===== src/rtl/imm_field_encoder.sv =====
// Packs a 64-bit immediate into the 26-bit instruction immediate field, range-checking it
// and splitting wide MOVZ constants into a MOVZ beat followed by MOVK beats.
module imm_field_encoder #(
   parameter int NUM_CHUNKS = 4
) (
   input  logic        CLK,
   input  logic        Reset,
   input  logic        InValid,
   output logic        InReady,
   input  logic [63:0] Value,
   input  logic [2:0]  Ctrl,
   output logic        OutValid,
   input  logic        OutReady,
   output logic [25:0] Imm26,
   output logic [2:0]  OutCtrl,
   output logic        Last,
   output logic        Err
);

   localparam logic [0:0] IDLE = 1'b0;
   localparam logic [0:0] EMIT = 1'b1;

   localparam logic [2:0] CTRL_I    = 3'b000;
   localparam logic [2:0] CTRL_D    = 3'b001;
   localparam logic [2:0] CTRL_B    = 3'b010;
   localparam logic [2:0] CTRL_CBZ  = 3'b011;
   localparam logic [2:0] CTRL_MOVZ = 3'b100;
   localparam logic [2:0] CTRL_MOVK = 3'b101;

   logic [0:0]            state_reg;
   logic [63:0]           value_reg;
   logic [NUM_CHUNKS-1:0] mask_reg;
   logic                  out_valid_reg;
   logic [25:0]           imm_reg;
   logic [2:0]            out_ctrl_reg;
   logic                  last_reg;
   logic                  err_reg;

   logic [NUM_CHUNKS-1:0] in_mask;
   logic                  in_fire;
   logic                  out_fire;

   logic                  acc_ok;
   logic [25:0]           acc_imm;
   logic                  acc_last;
   logic [1:0]            acc_hw;
   logic [NUM_CHUNKS-1:0] acc_rest;

   logic [1:0]            emit_hw;
   logic [NUM_CHUNKS-1:0] emit_rest;
   logic [25:0]           emit_imm;

   function automatic logic [1:0] low_idx(input logic [NUM_CHUNKS-1:0] m);
      logic [1:0] idx;
      idx = 2'd0;
      for (int k = NUM_CHUNKS - 1; k >= 0; k--) begin
         if (m[k]) idx = k[1:0];
      end
      return idx;
   endfunction

   for (genvar gi = 0; gi < NUM_CHUNKS; gi++) begin : g_mask
      assign in_mask[gi] = |Value[16*gi +: 16];
   end

   assign InReady  = (state_reg == IDLE) && (!out_valid_reg || OutReady);
   assign in_fire  = InValid && InReady;
   assign out_fire = out_valid_reg && OutReady;

   assign OutValid = out_valid_reg;
   assign Imm26    = imm_reg;
   assign OutCtrl  = out_ctrl_reg;
   assign Last     = last_reg;
   assign Err      = err_reg;

   always_comb begin
      acc_ok   = 1'b0;
      acc_imm  = 26'd0;
      acc_last = 1'b1;
      acc_hw   = low_idx(in_mask);
      acc_rest = '0;
      case (Ctrl)
         CTRL_I: begin
            acc_ok  = ~|Value[63:12];
            acc_imm = {4'b0, Value[11:0], 10'b0};
         end
         CTRL_D: begin
            acc_ok  = (&Value[63:8]) || (~|Value[63:8]);
            acc_imm = {5'b0, Value[8:0], 12'b0};
         end
         CTRL_B: begin
            acc_ok  = (Value[1:0] == 2'b00) && ((&Value[63:27]) || (~|Value[63:27]));
            acc_imm = Value[27:2];
         end
         CTRL_CBZ: begin
            acc_ok  = (Value[1:0] == 2'b00) && ((&Value[63:20]) || (~|Value[63:20]));
            acc_imm = {2'b0, Value[20:2], 5'b0};
         end
         CTRL_MOVZ: begin
            // Remaining chunks after the first beat: clear the lowest set bit.
            acc_ok   = 1'b1;
            acc_rest = in_mask & (in_mask - NUM_CHUNKS'(1));
            acc_imm  = {3'b0, acc_hw, Value[16*acc_hw +: 16], 5'b0};
            acc_last = (acc_rest == '0);
         end
         default: acc_ok = 1'b0;
      endcase
      if (!acc_ok) begin
         acc_imm  = 26'd0;
         acc_last = 1'b1;
         acc_rest = '0;
      end
   end

   always_comb begin
      emit_hw   = low_idx(mask_reg);
      emit_rest = mask_reg & (mask_reg - NUM_CHUNKS'(1));
      emit_imm  = {3'b0, emit_hw, value_reg[16*emit_hw +: 16], 5'b0};
   end

   always_ff @(posedge CLK) begin
      if (Reset) begin
         state_reg     <= IDLE;
         value_reg     <= 64'd0;
         mask_reg      <= '0;
         out_valid_reg <= 1'b0;
         imm_reg       <= 26'd0;
         out_ctrl_reg  <= 3'b000;
         last_reg      <= 1'b0;
         err_reg       <= 1'b0;
      end else if (in_fire) begin
         value_reg     <= Value;
         mask_reg      <= acc_rest;
         out_valid_reg <= 1'b1;
         imm_reg       <= acc_imm;
         out_ctrl_reg  <= Ctrl;
         last_reg      <= acc_last;
         err_reg       <= !acc_ok;
         state_reg     <= acc_last ? IDLE : EMIT;
      end else if (out_fire) begin
         if (state_reg == EMIT && !last_reg) begin
            mask_reg     <= emit_rest;
            imm_reg      <= emit_imm;
            out_ctrl_reg <= CTRL_MOVK;
            last_reg     <= (emit_rest == '0);
            err_reg      <= 1'b0;
         end else begin
            out_valid_reg <= 1'b0;
            state_reg     <= IDLE;
         end
      end
   end

endmodule


===== config.mk =====
export PLATFORM = sky130hd
export DESIGN_NAME = imm_field_encoder
export DESIGN_NICKNAME = d
export VERILOG_FILES = /design/src/rtl/imm_field_encoder.sv
export SDC_FILE = /design/constraint.sdc
export NUM_CORES = 1
export LEC_CHECK = 0
export CAP_MARGIN = 20
export CORE_UTILIZATION = 25
export DETAILED_ROUTE_END_ITERATION = 12
export PLACE_DENSITY = 0.54
export SLEW_MARGIN = 10
export SYNTH_ARGS = -nofsm -noshare
export SYNTH_HDL_FRONTEND = slang
export SYNTH_SLANG_ARGS = --single-unit
export TNS_END_PERCENT = 5

===== constraint.sdc =====
create_clock -name CLK -period 10.05 [get_ports CLK]
set_input_delay 2.5125 -clock CLK [delete_from_list [all_inputs] [get_ports CLK]]
set_output_delay 2.5125 -clock CLK [all_outputs]
set_load 0.02 [all_outputs]

==> results of run 1 <==
==> report_power, final <==
group / switching (uW) / leakage [uW] / total (uW) / internal [uW]
sequential: 14.2 / 0.000821 / 433 / 419
clock: 164 / 0.000145 / 356 / 192
combinational: 121 / 0.00155 / 203 / 82.1
total: 299 / 0.00252 / 992 / 694
==> Yosys cell counts (all sizes together) (13+ instances only) <==
| library cell | n |
|---|---|
| nand2 | 147 |
| dfxtp | 100 |
| a21oi | 75 |
| o21ai | 48 |
| nor2 | 46 |
| clkbuf | 43 |
| a21o | 34 |
| mux2i | 26 |
| a2111oi | 17 |
| a211oi | 17 |
| nor2b | 17 |
| buf | 15 |
| nand4 | 13 |
| nor3 | 13 |
==> logic make-up (layout without fill, tap and decap cells) <==
family | count (synthesis) | count (layout) | share of synthesized area, %
AOI/OAI and AO/OA | 232 | 232 | 28.13
buffers and inverters | 69 | 141 | 5.025
DFF | 100 | 100 | 35.11
muxes | 36 | 36 | 8.449
and+or+nand+nor | 284 | 284 | 23.28
==> worst max-delay path: stages <==
cell	delay, ns
clkdlybuf4s50_1	0.46
nor2b_1	0.29
nor2_1	0.07
clkdlybuf4s50_1	0.54
==> worst min-delay path by stage <==
stage | cells past startpoint | from | to
2_1_floorplan | 2 | value_reg[16] | value_reg[16]
3_3_place_gp | 2 | value_reg[16] | value_reg[16]
4_1_cts | 2 | value_reg[16] | value_reg[16]
3_5_place_dp | 2 | value_reg[16] | value_reg[16]
5_1_grt | 2 | value_reg[16] | value_reg[16]
6_report | 2 | value_reg[7] | value_reg[7]
==> layout make-up <==
class / count / area (um^2) / area share (%)
Clock buffer: 9 / 225.2 / 3.119
Clock inverter: 7 / 66.31 / 0.9184
Inverter: 11 / 41.29 / 0.5718
Multi-Input combinational cell: 552 / 3425 / 47.43
Sequential cell: 100 / 2002 / 27.72
Tap cell: 280 / 350.3 / 4.852
Timing Repair Buffer: 114 / 1111 / 15.39
==> per-layer routing <==
metal  global-route usage (%)  part of all wire (%)  up-vias
met2                    30.70                    45      280
met3                    3.346                   7.0       47
met4                    9.187                   3.8        0
met1                    26.77                    44     2850
met5                        0                     0        -
li1                         -                     -     2747
==> per-stage QoR <==
stage | utilization, % | area, um^2
after detailed placement | 31.36 | 6929
after global routing | 32.68 | 7221
final | 32.68 | 7221
after CTS | 32.68 | 7221
after global placement | 31.36 | 6929
after floorplan | - | 5702
==> results.cfg, run 1 <==
[cts]
clock_latency_ns = 0.36
postCtsSetupBuffers = 0
cts_tree = built
cts_buffers = 9
clock-sinks = 100
clk_path_buf_depth = 2
cts-root-buf = clkbuf_16
cts_resized = 0
cts-htree-levels = 3
path_clk_slew_ns = 0.07
hold_buffers = 0

[grt]
grt_max_degree = 70
grt_antenna_before_repair = 0
gr-usage-all-layers_pct = 19.82
grt_overflow_total = 0
first_global_vias = 5584
grt_pass1_wl_mm = 35.14

[pwr]
vdd_drop_max_v = 0.00008549
p_leak_uw = 0.002516
p_total_uw = 992.3
powerDensity_nw_per_um2 = 137.4

[timing]
final-setup-viol-count = 0
setup_tns_ns = 0
drv_slew = 0
slew_headroom_pct = 28.21
min_period_ns = 6.373
finalHoldViolCount = 0
rsz0062_at_grt = no
worst_hold_slack_ns = 0.4541
fin_crit_sh_pct = 63.41
tightest_slew_ns = 1.067
layout_setup_ws_ns = 3.677
max_freq_mhz = 156.9
clock_skew_ns = 0.008108

[yosys]
ys_warn_count = 0
async_flop_share_pct = 0
syn_area_um2 = 5702
synth_ff_type = dfxtp_1
ys_ff_latch = 100
syn_inst = 721
seq_area_frac_synth_pct = 35.11
synth_area_leaders = dfxtp_1 (35%), nand2_1 (9.7%), a21oi_1 (6.6%)
yosysUniqueCellTypes = 55
synth_edf_count = 0
post_synth.cell_area_avg_um2 = 7.908
synth_nets = 792
yosys.area.top_type = dfxtp_1
yosys.area.top_type_share_pct = 35.11

[cells_and_area]
post_route_cells_drive_above_1_share_pct = 9.206
diodes = 0
stdcell_count = 1073
nets = 859
area_growth_pct = 26.64
final_cell_mix = nand2_1 (147), clkdlybuf4s50_1 (102), dfxtp_1 (100)
largest_reg_flops = 64
layout.cells.most_common = nand2_1
nFillCells = 2355

[min_path]
hold_class = reg -> reg

[setup_path]
cp-end-kind = primary output
r2r_cells = 6
r2r-start = OutValid
crit_type = in -> out
startpoint = OutReady
worst_setup_path_start_kind = input port
r2r_end = Imm26[23]
r2r_slack_ns = 7.00
cp.required_ns = 7.54
cp-endpoint = InReady
crit_arrival_ns = 3.86
cp_max_fo = 4

[floorplan]
num_io_pins = 104
fp.dieArea_um2 = 23420
dieWidth_um = 153.0
die_h_um = 153.0
row_count = 54
start_util_pct = 25.81
core_um2 = 22090

[placement]
pre_cts_slack_ns = 3.686
placedCellCount = 1057
port_buffers = 103
gp_congestion = 0.8772
dp_hpwl_mm = 16.27

[drt]
drt-wirelength-per-cell_um = 21.61
num_vias = 5924
wirelength_mm = 23.18
drt-pass1-iter-count = 5
drt.antenna.violating_nets = 0
route.detailed.drc = 0
drt_iter0_drc = 622
via_per_inst = 5.521

[run_status]
status = finished, final reports clean

[job]
cap_viol_max_count = 0
No activity file was read; power rests on OpenSTA's default activity.
==> run 2: changes to the inputs <==
==> constraint.sdc (replaced) <==
create_clock -name CLK -period 6.15 [get_ports CLK]
set_input_delay 1.5375 -clock CLK [delete_from_list [all_inputs] [get_ports CLK]]
set_output_delay 1.5375 -clock CLK [all_outputs]
set_load 0.02 [all_outputs]
==> run 2 against run 1 <==
  * Power increased by 66%
  * Cell area increased by 0.90%
  * Utilization increased by 0.29 points
  * Worst setup slack got worse by 2.3 ns
  * First-iteration DRC count decreased by 18%
  * Die area unchanged
  * Wire length increased by 3.5%
  * Hold slack got worse by 0.0034 ns
  * Clock skew increased by 0.0050 ns
==> results.cfg, run 2 (synthesis gave the netlist of run 1 again) <==
[run_status]
status = finished, final reports clean

[job]
cap_viol_max_count = 0

[cells_and_area]
layout.cells.most_common = nand2_1
nets = 867
largest_reg_flops = 64
post_route_cells_drive_above_1_share_pct = 10.00
stdcell_count = 1080
final_cell_mix = nand2_1 (147), clkdlybuf4s50_1 (102), dfxtp_1 (100)
area_growth_pct = 27.78
diodes = 0

[cts]
cts-root-buf = clkbuf_16
clk_path_buf_depth = 2
clock-sinks = 100
cts_tree = built
cts-htree-levels = 3
clock_latency_ns = 0.36
cts_resized = 0
hold_buffers = 0
cts_buffers = 9
postCtsSetupBuffers = 0
path_clk_slew_ns = 0.07

[pwr]
p_leak_uw = 0.002555
swShare_pct = 30.16
vdd_drop_max_v = 0.0001489
p_seq_share_pct = 43.1
powerDensity_nw_per_um2 = 225.7
internal-power_uw = 1148
p_clk_share_pct = 36.2
combPwrFrac_pct = 20.7
power.switching_uw = 495.9

[placement]
dp_hpwl_mm = 17.36
placedCellCount = 1064
port_buffers = 103
gp_congestion = 0.9360

[floorplan]
fp.dieArea_um2 = 23420
start_util_pct = 25.81
dieWidth_um = 153.0
num_io_pins = 104
core_um2 = 22090
row_count = 54
die_h_um = 153.0

[drt]
via_per_inst = 5.578
route.detailed.drc = 0
wirelength_mm = 24.00
drt-pass1-iter-count = 6
drt.antenna.violating_nets = 0
drt-wirelength-per-cell_um = 22.22
drt_iter0_drc = 507
num_vias = 6024

[setup_path]
startpoint = Value[8]
cp-endpoint = Imm26[9]
r2r-start = OutValid
crit_arrival_ns = 5.06
worst_setup_path_start_kind = input port
r2r_end = Imm26[23]
cp-end-kind = flop
r2r_cells = 6
cp_max_fo = 23
r2r_slack_ns = 3.45
cp.required_ns = 6.41
crit_type = in -> reg

[timing]
min_period_ns = 4.807
finalHoldViolCount = 0
drv_slew = 0
setup_tns_ns = 0
max_freq_mhz = 208.1
slew_headroom_pct = 36.16
final-setup-viol-count = 0
fin_crit_sh_pct = 78.15
tightest_slew_ns = 0.9576
clock_skew_ns = 0.01314
rsz0062_at_grt = no

[grt]
first_global_vias = 5648
grt_max_degree = 80
grt_overflow_total = 0
grt_antenna_before_repair = 0
grt_pass1_wl_mm = 36.23
gr-usage-all-layers_pct = 20.54

[min_path]
hold_class = reg -> reg
## run 2: changes by cell type in the layout (fill, tap and decap cells not counted)
cell,before,now
buf_4,12,19
clkbuf_2,0,1
clkbuf_8,0,1
clkinv_2,4,1
clkinv_4,0,1
## run 2: through the flow
stage | utilization [%] | setup slack [ns] | hold slack [ns] | cell area [um^2] | power, uW
finish | 32.98 | 1.344 | 0.4508 | 7286 | 1644
global route | 32.98 | 1.252 | 0.4696 | 7286 | 1702
CTS | 32.95 | 1.420 | 0.4557 | 7281 | 1648
detailed placement | 31.60 | 1.048 | 0.4457 | 6982 | 1057
global placement | 31.60 | 1.175 | 0.4349 | 6982 | 1058
floorplan | - | 2.108 | 0.4317 | 5702 | 890.3
## run 2: cell type report
class,count,area (um^2)
Clock buffer,10,239.0
Clock inverter,5,60.06
Fill cell,2377,14810
Inverter,11,41.29
Multi-Input combinational cell,552,3425
Sequential cell,100,2002
Tap cell,280,350.3
Timing Repair Buffer,122,1169
## run 2: critical path, stage by stage
cell and delay, ns:
clkdlybuf4s50_1 0.61, or4_4 0.63, or4_1 0.64, a2111oi_4 0.52
buf_4 0.38, o21ai_1 0.13, o221a_1 0.29, a2111oi_2 0.31
## run 2: worst min-delay path by stage
| stage | startpoint | end | slack [ns] | cells after the start |
|---|---|---|---|---|
| 2_1_floorplan | value_reg[16] | value_reg[16] | 0.43 | 2 |
| 3_3_place_gp | Imm26[1] | Imm26[1] | 0.43 | 2 |
| 3_5_place_dp | value_reg[17] | value_reg[17] | 0.45 | 2 |
| 4_1_cts | value_reg[8] | value_reg[8] | 0.46 | 2 |
| 5_1_grt | value_reg[8] | value_reg[8] | 0.47 | 2 |
| 6_report | value_reg[19] | value_reg[19] | 0.45 | 2 |
## run 2: layer usage
layer,global-route usage (%),vias up,wire (um)
met4,7.263,0,728
met5,0,-,0
met1,28.70,2915,10820
met2,31.94,291,10890
met3,3.062,48,1558
li1,-,2770,-
## run 2: power by group through the flow
stage          registers [uW]  clock network, uW  logic [uW]
6_report                  708                596         340
2_1_floorplan             728                  0         162
4_1_cts                   708                605         336
5_1_grt                   712                626         365
3_3_place_gp              722                  0         336
3_5_place_dp              722                  0         335
==> run 3: changes to the inputs <==
==> constraint.sdc (replaced) <==
create_clock -name CLK -period 4.68 [get_ports CLK]
set_input_delay 1.17 -clock CLK [delete_from_list [all_inputs] [get_ports CLK]]
set_output_delay 1.17 -clock CLK [all_outputs]
set_load 0.02 [all_outputs]
==> run 3 against run 2 <==
  * Hold slack better by 0.0013 ns
  * Power increased by 32%
  * Via count barely moved
  * Critical path type unchanged
  * Critical endpoint unchanged
==> results.cfg, run 3 (synthesis gave the netlist of run 1 again) <==
[grt]
grt_overflow_total = 0
grt_antenna_before_repair = 0
first_global_vias = 5729
grt_max_degree = 76
grt_pass1_wl_mm = 35.32
gr-usage-all-layers_pct = 20.10

[pwr]
power.switching_uw = 653.0
internal-power_uw = 1525
p_seq_share_pct = 42.8
combPwrFrac_pct = 21.2
powerDensity_nw_per_um2 = 289.4
vdd_drop_max_v = 0.0001516
p_clk_share_pct = 36.0
p_leak_uw = 0.002707
swShare_pct = 29.98

[timing]
max_freq_mhz = 248.7
rsz0062_at_grt = no
fin_crit_sh_pct = 85.91
drv_slew = 0
clock_skew_ns = 0.005213
min_period_ns = 4.021
tightest_slew_ns = 0.8994
setup_tns_ns = 0
worst_hold_slack_ns = 0.4521
final-setup-viol-count = 0
slew_headroom_pct = 40.04
finalHoldViolCount = 0

[floorplan]
core_um2 = 22090
fp.dieArea_um2 = 23420
start_util_pct = 25.81
row_count = 54
die_h_um = 153.0
num_io_pins = 104
dieWidth_um = 153.0

[setup_path]
r2r_end = Imm26[5]
crit_family = simple AND/OR/NAND/NOR gates
cp-endpoint = Imm26[9]
path_cells = clkdlybuf4s50_1, or4_1, or4_1, a2111oi_4, buf_4, o21ai_1, o221a_1, a2111oi_2
cp.required_ns = 4.94
cp_max_fo = 12
cp-end-kind = flop
r2r-start = mask_reg[2]
r2r_slack_ns = 1.78
cp_slowest_cell = or4_1
crit_type = in -> reg
startpoint = Value[1]
r2r_cells = 6
critical_path.max_stage_delay_ns = 0.64
crit_arrival_ns = 4.28
critPathMostFrequentCell = or4_1
path_depth = 8
worst_setup_path_start_kind = input port
crit_buf_inv = 2

[placement]
port_buffers = 103
dp_hpwl_mm = 17.24
dpl-instance-area_um2 = 7224
gp_congestion = 0.9170

[cells_and_area]
post_route_cells_drive_above_1_share_pct = 13.15
largest_reg_flops = 64
final_cell_mix = nand2_1 (147), clkdlybuf4s50_1 (102), dfxtp_1 (100)
area_growth_pct = 31.97
nets = 895
layout.cells.most_common = nand2_1
post-route-util_pct = 34.06
design_area_um2 = 7525
diodes = 0

[cts]
cts-root-buf = clkbuf_16
cts_buffers = 9
cts_resized = 0
hold_buffers = 0
clk_path_buf_depth = 2
path_clk_slew_ns = 0.07
clock_latency_ns = 0.36
clock-sinks = 100
postCtsSetupBuffers = 0
cts_tree = built
cts-htree-levels = 3

[drt]
drt.antenna.violating_nets = 0
wirelength_mm = 23.60
via_per_inst = 5.427
route.detailed.drc = 0
num_vias = 6018
drt-pass1-iter-count = 5
drt_iter0_drc = 628
drt-wirelength-per-cell_um = 21.28

[min_path]
hold_class = reg -> reg

[run_status]
status = finished, final reports clean

[job]
cap_viol_max_count = 0
==> run 3: cell count changes in the layout (fill, tap and decap cells not counted), sizes merged <==
cell and delta:
clkbuf -1, buf +29, clkinv +1
==> run 3: worst min-delay path by stage <==
stage          depth (start not counted)  slack [ns]          start             to
2_1_floorplan                          2        0.43  value_reg[16]  value_reg[16]
3_3_place_gp                           2        0.44  value_reg[18]  value_reg[18]
3_5_place_dp                           2        0.44       Imm26[1]       Imm26[1]
4_1_cts                                2        0.45  value_reg[17]  value_reg[17]
5_1_grt                                2        0.47   value_reg[3]   value_reg[3]
6_report                               2        0.45  value_reg[19]  value_reg[19]
==> run 3: per-layer routing <==
metal  track usage, %  part of all wire [%]
met3            4.225                   7.7
met2            31.20                    45
met1            26.72                    43
met4            8.947                   3.4
met5                0                     0
==> run 3: worst reg2reg max path, delay by kind of cell, from the launching register on <==
kind,cells,cell delay [ns]
buffers and inverters,1,0.59
AOI/OAI and AO/OA,5,1.33
DFF,1,0.88
==> run 3: final cells by class <==
type                    instances  area [um^2]
fillers                      2318        14570
well taps                     280        350.3
clock buffers                  10        239.0
multi-input cells             552         3425
inverters                      11        41.29
repair buffers                150         1406
clock inverters                 6        61.31
flip-flops and latches        100         2002
==> run 3: power by group through the flow <==
stage	Sequential, uW	Combinational [uW]	Clock [uW]
floorplan	957	213	0
global placement	951	455	0
finish	932	461	785
CTS	932	457	794
detailed placement	951	455	0
global route	938	490	834
==> run 3: metrics by stage <==
stage	total power, uW	std cells	worst slack [ns]
after global placement	1406	1093	0.3862
after detailed placement	1406	1093	0.3571
after floorplan	1170	721	1.005
after global routing	2261	1109	0.5047
final	2178	1109	0.6593
after CTS	2183	1109	0.7239
